$ cat config.mk
export PLATFORM = sky130hd
export DESIGN_NAME = aurora_tx_buffer
export DESIGN_NICKNAME = d
export VERILOG_FILES = /design/src/rtl/aurora_pkg.sv /design/src/rtl/aurora_tx_buffer_fifo.sv /design/src/rtl/aurora_tx_buffer.sv
export SDC_FILE = /design/constraint.sdc
export NUM_CORES = 1
export LEC_CHECK = 0
export ABC_CLOCK_PERIOD_IN_PS = 7930
export CAP_MARGIN = 10
export CORE_ASPECT_RATIO = 1.25
export CORE_MARGIN = 2
export CORE_UTILIZATION = 40
export CTS_BUF_LIST = sky130_fd_sc_hd__clkbuf_8
export DETAILED_ROUTE_END_ITERATION = 10
export HOLD_SLACK_MARGIN = 0.02
export PLACE_DENSITY = 0.56
export SLEW_MARGIN = 20
export SYNTH_ARGS = -nofsm -noshare
export SYNTH_HDL_FRONTEND = slang
export SYNTH_SLANG_ARGS = --single-unit
$ cat constraint.sdc
create_clock -name clk -period 7.93 [get_ports clk]
set_clock_uncertainty 0.15 [all_clocks]
set_input_delay 0.793 -clock clk [delete_from_list [all_inputs] [get_ports clk]]
set_output_delay 0.793 -clock clk [all_outputs]
set_load 0.1 [all_outputs]
$ cat src/rtl/aurora_pkg.sv
// aurora_pkg: shared types and constants for the Aurora transmit path.
//   AXI_DATA_SIZE      - width of one user/Aurora data word
//   tx_buffer_state_e  - frame-sequencer state of aurora_tx_buffer
//   tx_word_t          - one buffered word: {last, data}
//   max_int()          - helper for sizing counters from two parameters
package aurora_pkg;

  localparam int AXI_DATA_SIZE = 32;

  typedef enum logic {
    TXB_IDLE,
    TXB_SEND
  } tx_buffer_state_e;

  typedef struct packed {
    logic                     last;
    logic [AXI_DATA_SIZE-1:0] data;
  } tx_word_t;

  localparam int TX_WORD_W = $bits(tx_word_t);

  function automatic int max_int(input int a, input int b);
    return (a > b) ? a : b;
  endfunction

endpackage

$ cat src/rtl/aurora_tx_buffer_fifo.sv
// sync_fifo: single-clock FIFO with show-ahead read port.
//   clk, rst_n  - clock, asynchronous active-low reset
//   push        - write push_data (ignored when full)
//   push_data   - word to store
//   pop         - advance the read pointer (ignored when empty)
//   head        - oldest stored word, valid whenever empty=0; after a pop
//                 the next word appears the following cycle
//   full/empty  - occupancy flags
//   level       - current occupancy, 0..DEPTH
module sync_fifo #(
  parameter int WIDTH = 8,
  parameter int DEPTH = 16
) (
  input  logic                     clk,
  input  logic                     rst_n,
  input  logic                     push,
  input  logic [WIDTH-1:0]         push_data,
  input  logic                     pop,
  output logic [WIDTH-1:0]         head,
  output logic                     full,
  output logic                     empty,
  output logic [$clog2(DEPTH):0]   level
);

  localparam int AW = $clog2(DEPTH);
  localparam int LW = AW + 1;

  logic [WIDTH-1:0] mem [DEPTH];
  logic [AW-1:0]    wr_ptr;
  logic [AW-1:0]    rd_ptr;
  logic             do_push;
  logic             do_pop;

  assign do_push = push && !full;
  assign do_pop  = pop && !empty;

  assign full  = (level == LW'(DEPTH));
  assign empty = (level == '0);
  // Show-ahead: the word at the read pointer is always visible, so the
  // consumer can register it on the same edge that pops it.
  assign head  = mem[rd_ptr];

  always_ff @(posedge clk) begin
    if (do_push) mem[wr_ptr] <= push_data;
  end

  // Pointers wrap naturally because DEPTH is a power of two.
  always_ff @(posedge clk or negedge rst_n) begin
    if (!rst_n) begin
      wr_ptr <= '0;
      rd_ptr <= '0;
      level  <= '0;
    end else begin
      if (do_push) wr_ptr <= wr_ptr + AW'(1);
      if (do_pop)  rd_ptr <= rd_ptr + AW'(1);
      case ({do_push, do_pop})
        2'b10:   level <= level + LW'(1);
        2'b01:   level <= level - LW'(1);
        default: level <= level;
      endcase
    end
  end

endmodule

$ cat src/rtl/aurora_tx_buffer.sv
// aurora_tx_buffer: store-and-forward frame buffer in front of the Aurora
// transmit top level, which has no ready signal of its own.
//
// Handshake: a user beat transfers on a clk edge where s_axis_tvalid and
// s_axis_tready are both 1; s_axis_tready is registered and equals "FIFO not
// full" for the current cycle. The Aurora side has no ready: axi_valid /
// axi_last / axi_data change only on a pace strobe and hold for one period.
//
// Ports:
//   clk, rst_n     - clock, asynchronous active-low reset
//   single_lane    - 1: SINGLE_LANE_DIV clk per word, 0: MULTI_LANE_DIV
//   tx_enable      - permits starting a new frame (an open frame completes)
//   s_axis_*       - user AXI4-Stream input (tvalid/tready/tdata/tlast)
//   axi_valid/last/data - paced word stream to the Aurora top level
//   fifo_level     - current FIFO occupancy
//   underrun       - sticky, set when a bubble is inserted mid-frame
// Optional (macro AURORA_TX_BUFFER_STATS_EN):
//   frames_sent    - count of last words presented (wraps)
//   max_level      - high-water mark of fifo_level
//
// The FIFO uses a show-ahead read: the head word is registered into the
// output on the strobe edge that pops it, so no early pop is needed.
module aurora_tx_buffer
  import aurora_pkg::*;
#(
  parameter int DEPTH           = 16,
  parameter int SINGLE_LANE_DIV = 4,
  parameter int MULTI_LANE_DIV  = 1
) (
  input  logic                     clk,
  input  logic                     rst_n,
  input  logic                     single_lane,
  input  logic                     tx_enable,
  input  logic                     s_axis_tvalid,
  output logic                     s_axis_tready,
  input  logic [AXI_DATA_SIZE-1:0] s_axis_tdata,
  input  logic                     s_axis_tlast,
  output logic                     axi_valid,
  output logic                     axi_last,
  output logic [AXI_DATA_SIZE-1:0] axi_data,
  output logic [$clog2(DEPTH):0]   fifo_level,
  output logic                     underrun
`ifdef AURORA_TX_BUFFER_STATS_EN
  ,
  output logic [31:0]              frames_sent,
  output logic [$clog2(DEPTH):0]   max_level
`endif
);

  localparam int LW = $clog2(DEPTH) + 1;
  localparam int PW = $clog2(max_int(SINGLE_LANE_DIV, MULTI_LANE_DIV)) + 1;

  tx_buffer_state_e state;
  tx_word_t         wr_word;
  tx_word_t         head_word;
  logic             full;
  logic             empty;
  logic             push;
  logic             pop;
  logic             start_ok;
  logic [LW-1:0]    frame_cnt;
  logic [LW-1:0]    level_next;

  // ---------------------------------------------------------------- FIFO
  assign push    = s_axis_tvalid && s_axis_tready;
  assign wr_word = {s_axis_tlast, s_axis_tdata};

  sync_fifo #(
    .WIDTH (TX_WORD_W),
    .DEPTH (DEPTH)
  ) u_fifo (
    .clk       (clk),
    .rst_n     (rst_n),
    .push      (push),
    .push_data (wr_word),
    .pop       (pop),
    .head      (head_word),
    .full      (full),
    .empty     (empty),
    .level     (fifo_level)
  );

  // tready is registered from the next-cycle occupancy so it reads 0 in
  // reset and rises on the first edge after release.
  always_comb begin
    level_next = fifo_level;
    if (push && !pop)      level_next = fifo_level + LW'(1);
    else if (!push && pop) level_next = fifo_level - LW'(1);
  end

  always_ff @(posedge clk or negedge rst_n) begin
    if (!rst_n) s_axis_tready <= 1'b0;
    else        s_axis_tready <= (level_next != LW'(DEPTH));
  end

  // ------------------------------------------------------- pace counter
  logic [PW-1:0] pace_cnt;
  logic [PW-1:0] pace_last;
  logic          prev_lane;
  logic          lane_chg;
  logic          strobe;

  assign pace_last = single_lane ? PW'(SINGLE_LANE_DIV - 1) : PW'(MULTI_LANE_DIV - 1);
  // A lane-mode change restarts the period and suppresses that cycle's
  // strobe so a word is never cut short or repeated.
  assign lane_chg  = (single_lane != prev_lane);
  assign strobe    = !lane_chg && (pace_cnt == pace_last);

  always_ff @(posedge clk or negedge rst_n) begin
    if (!rst_n) begin
      pace_cnt  <= '0;
      prev_lane <= 1'b0;
    end else begin
      prev_lane <= single_lane;
      if (lane_chg || pace_cnt == pace_last) pace_cnt <= '0;
      else                                   pace_cnt <= pace_cnt + PW'(1);
    end
  end

  // ------------------------------------------------------ frame counter
  // Complete frames held: a full FIFO with frame_cnt=0 means an oversize
  // frame, which is then started cut-through.
  assign start_ok = tx_enable && (frame_cnt != '0 || full) && !empty;

  always_comb begin
    pop = 1'b0;
    if (strobe) begin
      if (state == TXB_IDLE) pop = start_ok;
      else                   pop = !empty;
    end
  end

  always_ff @(posedge clk or negedge rst_n) begin
    if (!rst_n) begin
      frame_cnt <= '0;
    end else begin
      case ({push && s_axis_tlast, pop && head_word.last})
        2'b10:   frame_cnt <= frame_cnt + LW'(1);
        2'b01:   frame_cnt <= frame_cnt - LW'(1);
        default: frame_cnt <= frame_cnt;
      endcase
    end
  end

  // ---------------------------------------------- sequencer and outputs
  always_ff @(posedge clk or negedge rst_n) begin
    if (!rst_n) begin
      state     <= TXB_IDLE;
      axi_valid <= 1'b0;
      axi_last  <= 1'b0;
      axi_data  <= '0;
      underrun  <= 1'b0;
    end else if (strobe) begin
      case (state)
        TXB_IDLE: begin
          if (start_ok) begin
            axi_valid <= 1'b1;
            axi_last  <= head_word.last;
            axi_data  <= head_word.data;
            if (!head_word.last) state <= TXB_SEND;
          end else begin
            axi_valid <= 1'b0;
            axi_last  <= 1'b0;
          end
        end
        TXB_SEND: begin
          // tx_enable is deliberately ignored: an open frame always ends.
          if (!empty) begin
            axi_valid <= 1'b1;
            axi_last  <= head_word.last;
            axi_data  <= head_word.data;
            if (head_word.last) state <= TXB_IDLE;
          end else begin
            axi_valid <= 1'b0;
            axi_last  <= 1'b0;
            underrun  <= 1'b1;
          end
        end
        default: begin
          state     <= TXB_IDLE;
          axi_valid <= 1'b0;
          axi_last  <= 1'b0;
        end
      endcase
    end
  end

`ifdef AURORA_TX_BUFFER_STATS_EN
  always_ff @(posedge clk or negedge rst_n) begin
    if (!rst_n) begin
      frames_sent <= '0;
      max_level   <= '0;
    end else begin
      if (pop && head_word.last) frames_sent <= frames_sent + 32'd1;
      if (fifo_level > max_level) max_level <= fifo_level;
    end
  end
`endif

endmodule

# Yosys cells after proc, flatten, opt, wreduce, memory -nomap -nowiden
# Memory sizes are Yosys's and may differ from the RTL's.
# Cells that the tools add are included.
[totals] mem_bits_rw=528 n_memories=1 wordCells=77 regBits=59
[memory_table] memory="u_fifo.mem" words=16 width=33 read_ports=1 rd_clocked_by_memory_dff=0 wr=1 line_no="aurora_tx_buffer_fifo.sv:28" rtl="logic [WIDTH-1:0] mem [DEPTH];"
[classes] n_eq_ne=10 n_reduce_logical=23 bitwise_logic=1 muxes=23 addsub=7
[op_table] cell="$mux W32" n=2
[op_table] cell="$pmux W32 S2" n=1
[op_table] cell="$pmux W5 S2" n=2
[op_table] cell="$mux W1" n=11
[op_table] cell="$add A5 B1 Y5 const B" n=2
[op_table] cell="$logic_and A1 B1 Y1" n=10
[op_table] cell="$mux W5" n=2
[op_table] cell="$sub A5 B1 Y5 const B" n=2
[op_table] cell="$add A4 B1 Y4 const B" n=2
[op_table] cell="$pmux W1 S2" n=3
[op_table] cell="$reduce_and A3 Y1" n=2
[op_table] cell="$eq A5 B5 Y1 const B" n=1
[op_table] cell="$logic_not A1 Y1" n=5
[op_table] cell="$logic_not A5 Y1" n=1
[op_table] cell="$ne A5 B5 Y1 const B" n=1
[op_table] cell="$reduce_bool A5 Y1" n=1
[op_table] cell="$eq A2 B1 Y1 const B" n=2
[op_table] cell="$eq A2 B2 Y1 const B" n=2
[op_table] cell="$ne A2 B2 Y1 const B" n=2
[op_table] cell="$reduce_bool A2 Y1" n=2
[op_table] cell="$add A3 B1 Y3 const B" n=1
[op_table] cell="$eq A3 B2 Y1" n=1
[op_table] cell="$mux W3" n=1
[op_table] cell="$logic_or A1 B1 Y1" n=2
[op_table] cell="3 further kinds" n=3

# Logic depth before layout (Yosys ltp)
[logic_depth] word_depth=10 mapped_depth=16

# Hierarchy
# A second synthesis with hierarchy kept.
[hier_totals] cells_unflattened=1287 hier_area_um2=23627.7
[modules_own_cells] module="sync_fifo" area_each_um2=21395.5 instances=1 cells_each=1042
[modules_own_cells] module="aurora_tx_buffer" area_each_um2=2232.1 instances=1 cells_each=245

# Worst setup path after synthesis
# No wires, ideal clock.
[synth_path] kind="register to register" start="reg u_fifo.level[0]" end="mem u_fifo.mem[3][0] (netlist bit) (enable)" path_slack_ns=2.628 t_arrival_ns=4.688 setup_ns=0.464 n_path_buf=1 stages_incl_launch_ff=8 path_cell_list="dfrtp_1 clkbuf_1 inv_1 ha_1 nor3b_1 a21oi_1 nand2_1 nor3_1"
[synth_between] elab_chain_cells=5
[synth_rtl] item="start: declaration" line_no="aurora_tx_buffer_fifo.sv:22" rtl="output logic [$clog2(DEPTH):0] level"
[synth_rtl] item="start signal: assignment" line_no="aurora_tx_buffer_fifo.sv:57" rtl="2'b10: level <= level + LW'(1);"
[synth_rtl] item="start signal: assignment" line_no="aurora_tx_buffer_fifo.sv:58" rtl="2'b01: level <= level - LW'(1);"
[synth_rtl] item="start signal: assignment" line_no="aurora_tx_buffer_fifo.sv:59" rtl="default: level <= level;"
[synth_rtl] item="$eq A5 B5 Y1" line_no="aurora_tx_buffer_fifo.sv:37" rtl="assign full = (level == LW'(DEPTH));"
[synth_rtl] item="$logic_not A1 Y1" line_no="aurora_tx_buffer_fifo.sv:34" rtl="assign do_push = push && !full;"
[synth_rtl] item="$logic_and A1 B1 Y1" line_no="aurora_tx_buffer_fifo.sv:34"
[synth_rtl] item="$mux W1" line_no="aurora_tx_buffer_fifo.sv:44" rtl="if (do_push) mem[wr_ptr] <= push_data;"
[synth_rtl] item="$mux W1 (implied by the code)" line_no="aurora_tx_buffer_fifo.sv:44"
[synth_rtl] item="end: declaration" line_no="aurora_tx_buffer_fifo.sv:28"
# No other way between the ends.

# Worst setup path in the final report
[layout_path] start="reg u_fifo.level[0]" end="reg frame_cnt[4]"
[layout_between] elab_chain_cells=9
[layout_rtl] item="$eq A5 B5 Y1" line_no="aurora_tx_buffer_fifo.sv:37"
[layout_rtl] item="$logic_or A1 B1 Y1" line_no="aurora_tx_buffer.sv:123" rtl="assign start_ok = tx_enable && (frame_cnt != '0 || full) && !empty;"
[layout_rtl] item="$logic_and A1 B1 Y1 (2 in series)" line_no="aurora_tx_buffer.sv:123"
[layout_rtl] item="$mux W1 (*)" line_no="aurora_tx_buffer.sv:128" rtl="if (state == TXB_IDLE) pop = start_ok;"
[layout_rtl] item="$mux W1 (*)" line_no="aurora_tx_buffer.sv:127" rtl="if (strobe) begin"
[layout_rtl] item="$logic_and A1 B1 Y1 (*)" line_no="aurora_tx_buffer.sv:137" rtl="case ({push && s_axis_tlast, pop && head_word.last})"
[layout_rtl] item="$eq A2 B1 Y1 or $eq A2 B2 Y1 (tied branches)" line_no="aurora_tx_buffer.sv:137"
[layout_rtl] item="$pmux W5 S2 or $reduce_bool A2 Y1 (tied branches)"
[layout_rtl] item="end signal: assignment" line_no="aurora_tx_buffer.sv:138" rtl="2'b10: frame_cnt <= frame_cnt + LW'(1);"
[layout_rtl] item="end signal: assignment" line_no="aurora_tx_buffer.sv:139" rtl="2'b01: frame_cnt <= frame_cnt - LW'(1);"
[layout_rtl] item="end signal: assignment" line_no="aurora_tx_buffer.sv:140" rtl="default: frame_cnt <= frame_cnt;"
[layout_rtl] item="end: declaration" line_no="aurora_tx_buffer.sv:61" rtl="logic [LW-1:0] frame_cnt;"
# Mark *: on every way between the ends. The rest lies on a longest branch, timed or not.
# A chain may end at the register's enable or synchronous reset.

==> flow_summary_export.csv <==
group,metric,value,unit
outcome,status,"completed",
clock_network,cts_resized,0,
timing,rsz0062_at_grt,"no",
timing,max_freq,261,MHz
floorplan,fp.dieH,269,µm
worst_setup_path,cp-end-kind,"flip-flop",
timing,fin_setup_tns,0,ns
grt,grt_antenna_before_repair,2,
clock_network,hold_buffers,0,
place,dp_hpwl,27400,µm
layout,fin_util,0.468,
layout,nNetsFinal,1266,
logic_synthesis,synthArstFlopShare,0.101,
logic_synthesis,ys.warnings.count,0,
place,dpl_cell_area,0.0243,mm²
logic_synthesis,synth_edf_count,528,
job,drv_cap,0,
clock_network,htreeDepth,3,
logic_synthesis,synth_flop_cell,"edfxtp_1",
hold_path,min_path_type,"in2async",
worst_setup_path,arrival,4.27,ns
worst_setup_path,required,8.37,ns
worst_setup_path,start_kind,"flip-flop",
place,routabilityCongestion,0.737,
drt,dr.first_iter.drc_count,1011,
drt,wl_per_cell,24.6,µm
layout,syn_to_final_growth,15.8,%
timing,holdWs,0.101,ns
grt,met3_usage,0.0290,
clock_network,root_buffer,"clkbuf_8",
power_and_ir_drop,ir_worst_vdd,0.247,mV
grt,grt_pass1_wl,75400,µm
power_and_ir_drop,power_density,367,mW/mm²
logic_synthesis,synthCells,1080,
worst_setup_path,crit_fanout,9,
power_and_ir_drop,leakage,8.71,nW
floorplan,io_pins,79,
logic_synthesis,avgSynthCellArea,20.9,µm²
timing,setup_viol,0,
worst_setup_path,path_class,"reg2reg",
grt,grt_pass1_vias,11900,
place,port_buffers,78,
logic_synthesis,synthDistinctLibCells,46,
drt,ant_nets,0,
clock_network,cts_buffers,91,
floorplan,rows,97,
layout,design_area,0.0261,mm²
floorplan,die_x,216,µm
grt,track_usage,0.175,
logic_synthesis,seq_area_frac_synth,0.769,
clock_network,clk_latency,0.67,ns
grt,grt_max_degree,98,
layout,final_cells,2030,
floorplan,design.core.area,0.0558,mm²
drt,drc,0,
clock_network,cts_tree,"done",
grt,use_met2,0.291,
clock_network,postCtsSetupBuffers,0,
grt,grt_busiest_layer,"met2",
floorplan,die-area,0.0583,mm²
timing,post-route-period-util,0.483,
grt,grt_overflow,0,
drt,vias_per_cell,5.42,
timing,max_slew_margin,0.327,
layout,drive_gt1_frac,0.235,
timing,hold_violations,0,
drt,vias,11000,
clock_network,clkTransAtPathRegs,0.06,ns
place,placed_cells,1863,
clock_network,clock-sinks,587,
floorplan,start_util,0.404,
timing,layout_min_cycle_time,3.83,ns
drt,totalWireLength,50000,µm
logic_synthesis,syn_nets,1132,
logic_synthesis,syn-cell-area,0.0225,mm²
timing,finalMaxSlewViolations,0,
clock_network,clock_path_buffers,3,
logic_synthesis,ys_ff_latch,587,
timing,worst_pin_slew,1.01,ns
grt,met1_usage,0.235,
drt,dr.pass1.iters,5,
[Yosys cell counts (4+ instances only)]
library cell  instances  area share
clkbuf_1             30      0.0050
a22oi_1              67       0.022
xor2_1               11      0.0043
mux4_2              128        0.13
nand4_1               6      0.0017
buf_1                10      0.0017
mux2i_1               9      0.0040
ha_1                 14      0.0078
buf_6                 4      0.0020
xnor2_1               7      0.0027
buf_2                18      0.0040
nor2b_1               6      0.0017
o21ai_0               9      0.0020
dfrtp_1              59       0.066
a21o_1               34       0.011
nor3_1                7      0.0016
a21oi_1              42      0.0093
inv_1                 7      0.0012
edfxtp_1            528        0.70
nand3_1               4     0.00089
nor2_1               25      0.0042
nand2_1              19      0.0032
[per-layer routing]
metal  vias to the layer above  share of wire  routed length [µm]
met5                         -        0.00026                  13
met4                         2          0.019                 943
met3                        67          0.046                2280
met2                       292           0.50               25200
met1                      5873           0.43               21500
li1                       4760              -                   -
[registers in the layout (all words and copies together) (netlist names)]
| register | cells |
|---|---|
| s_axis_tready | 1 |
| axi_valid | 1 |
| u_fifo.wr_ptr | 4 |
| underrun | 1 |
| state | 1 |
| u_fifo.level | 5 |
| u_fifo.mem | 528 |
| pace_cnt | 3 |
| prev_lane | 1 |
| axi_last | 1 |
| axi_data | 32 |
| u_fifo.rd_ptr | 4 |
| frame_cnt | 5 |
[kinds of logic (layout without fill, tap and decap cells)]
logic type / count (synthesis) / in the layout / share of synthesized area
buffers and inverters: 70 / 277 / 0.0140
xor gates and xnor gates: 18 / 18 / 0.00699
other: 0 / 1 / 0
DFF: 587 / 587 / 0.769
adders and majority gates: 14 / 14 / 0.00777
muxes: 139 / 139 / 0.133
and+or+nand+nor: 82 / 82 / 0.0179
AOI/OAI and AO/OA: 170 / 170 / 0.0515
[critical path, stage by stage (launching register included)]
cell	delay [ns]
dfrtp_1	0.49
inv_1	0.17
ha_1	0.17
nor3b_1	0.30
o31ai_1	0.19
or2_2	0.30
a221oi_1	0.48
ha_1	0.43
xor2_1	0.12
ha_1	0.23
nor2b_1	0.13
o21ai_0	0.20
a31oi_1	0.11
nor2_1	0.13
xor2_1	0.15
[final cells by class]
class	count	area, µm²
well taps	742	928
clock buffers	100	1380
flip-flops and latches	587	17300
repair buffers	103	978
clock inverters	66	422
multi-input cells	423	5030
diodes	1	2.50
inverters	8	30.0
fillers	4711	29700
[final timing paths]
check	cells after the start	start	end	slack (ns)
min in group clk	1	axi_data[6]$_DFFE_PN0P_	axi_data[6]$_DFFE_PN0P_	0.32
max reg2reg	14	u_fifo.level[0]$_DFFE_PN0P_	frame_cnt[4]$_DFFE_PN0P_	4.10
min reg2reg	1	axi_data[6]$_DFFE_PN0P_	axi_data[6]$_DFFE_PN0P_	0.32
min	1	rst_n	pace_cnt[1]$_DFF_PN0_	0.10
max in group asynchronous	1	rst_n	u_fifo.rd_ptr[1]$_DFFE_PN0P_	6.82
max	14	u_fifo.level[0]$_DFFE_PN0P_	frame_cnt[4]$_DFFE_PN0P_	4.10
[metrics by stage]
step | setup slack (ns) | total power, mW
after floorplan | 2.63 | 6.29
after global placement | 3.80 | 7.20
after CTS | 4.03 | 9.72
final | 4.10 | 9.59
after global routing | 3.76 | 10.0
after detailed placement | 3.74 | 7.22
[power breakdown]
| part | internal (mW) | switching [mW] |
|---|---|---|
| combinational | 1.12 | 1.89 |
| sequential | 3.78 | 0.313 |
| clock | 1.33 | 1.16 |
| total | 6.22 | 3.37 |
[layout by cell type (no fill, tap or decap), types with 7 or more instances in the layout]
cell type / n
xor2_1: 11
inv_1: 36
nor2_4: 13
clkdlybuf4s50_1: 77
a22oi_1: 67
dfrtp_1: 57
mux4_2: 128
nand2_1: 19
ha_1: 14
nor2_1: 12
clkinv_2: 10
o21ai_0: 9
buf_4: 25
a21oi_1: 42
clkinv_1: 17
xnor2_1: 7
a21o_1: 34
edfxtp_1: 528
mux2i_1: 9
clkbuf_8: 100
No activity file was read; power rests on OpenSTA's default activity.
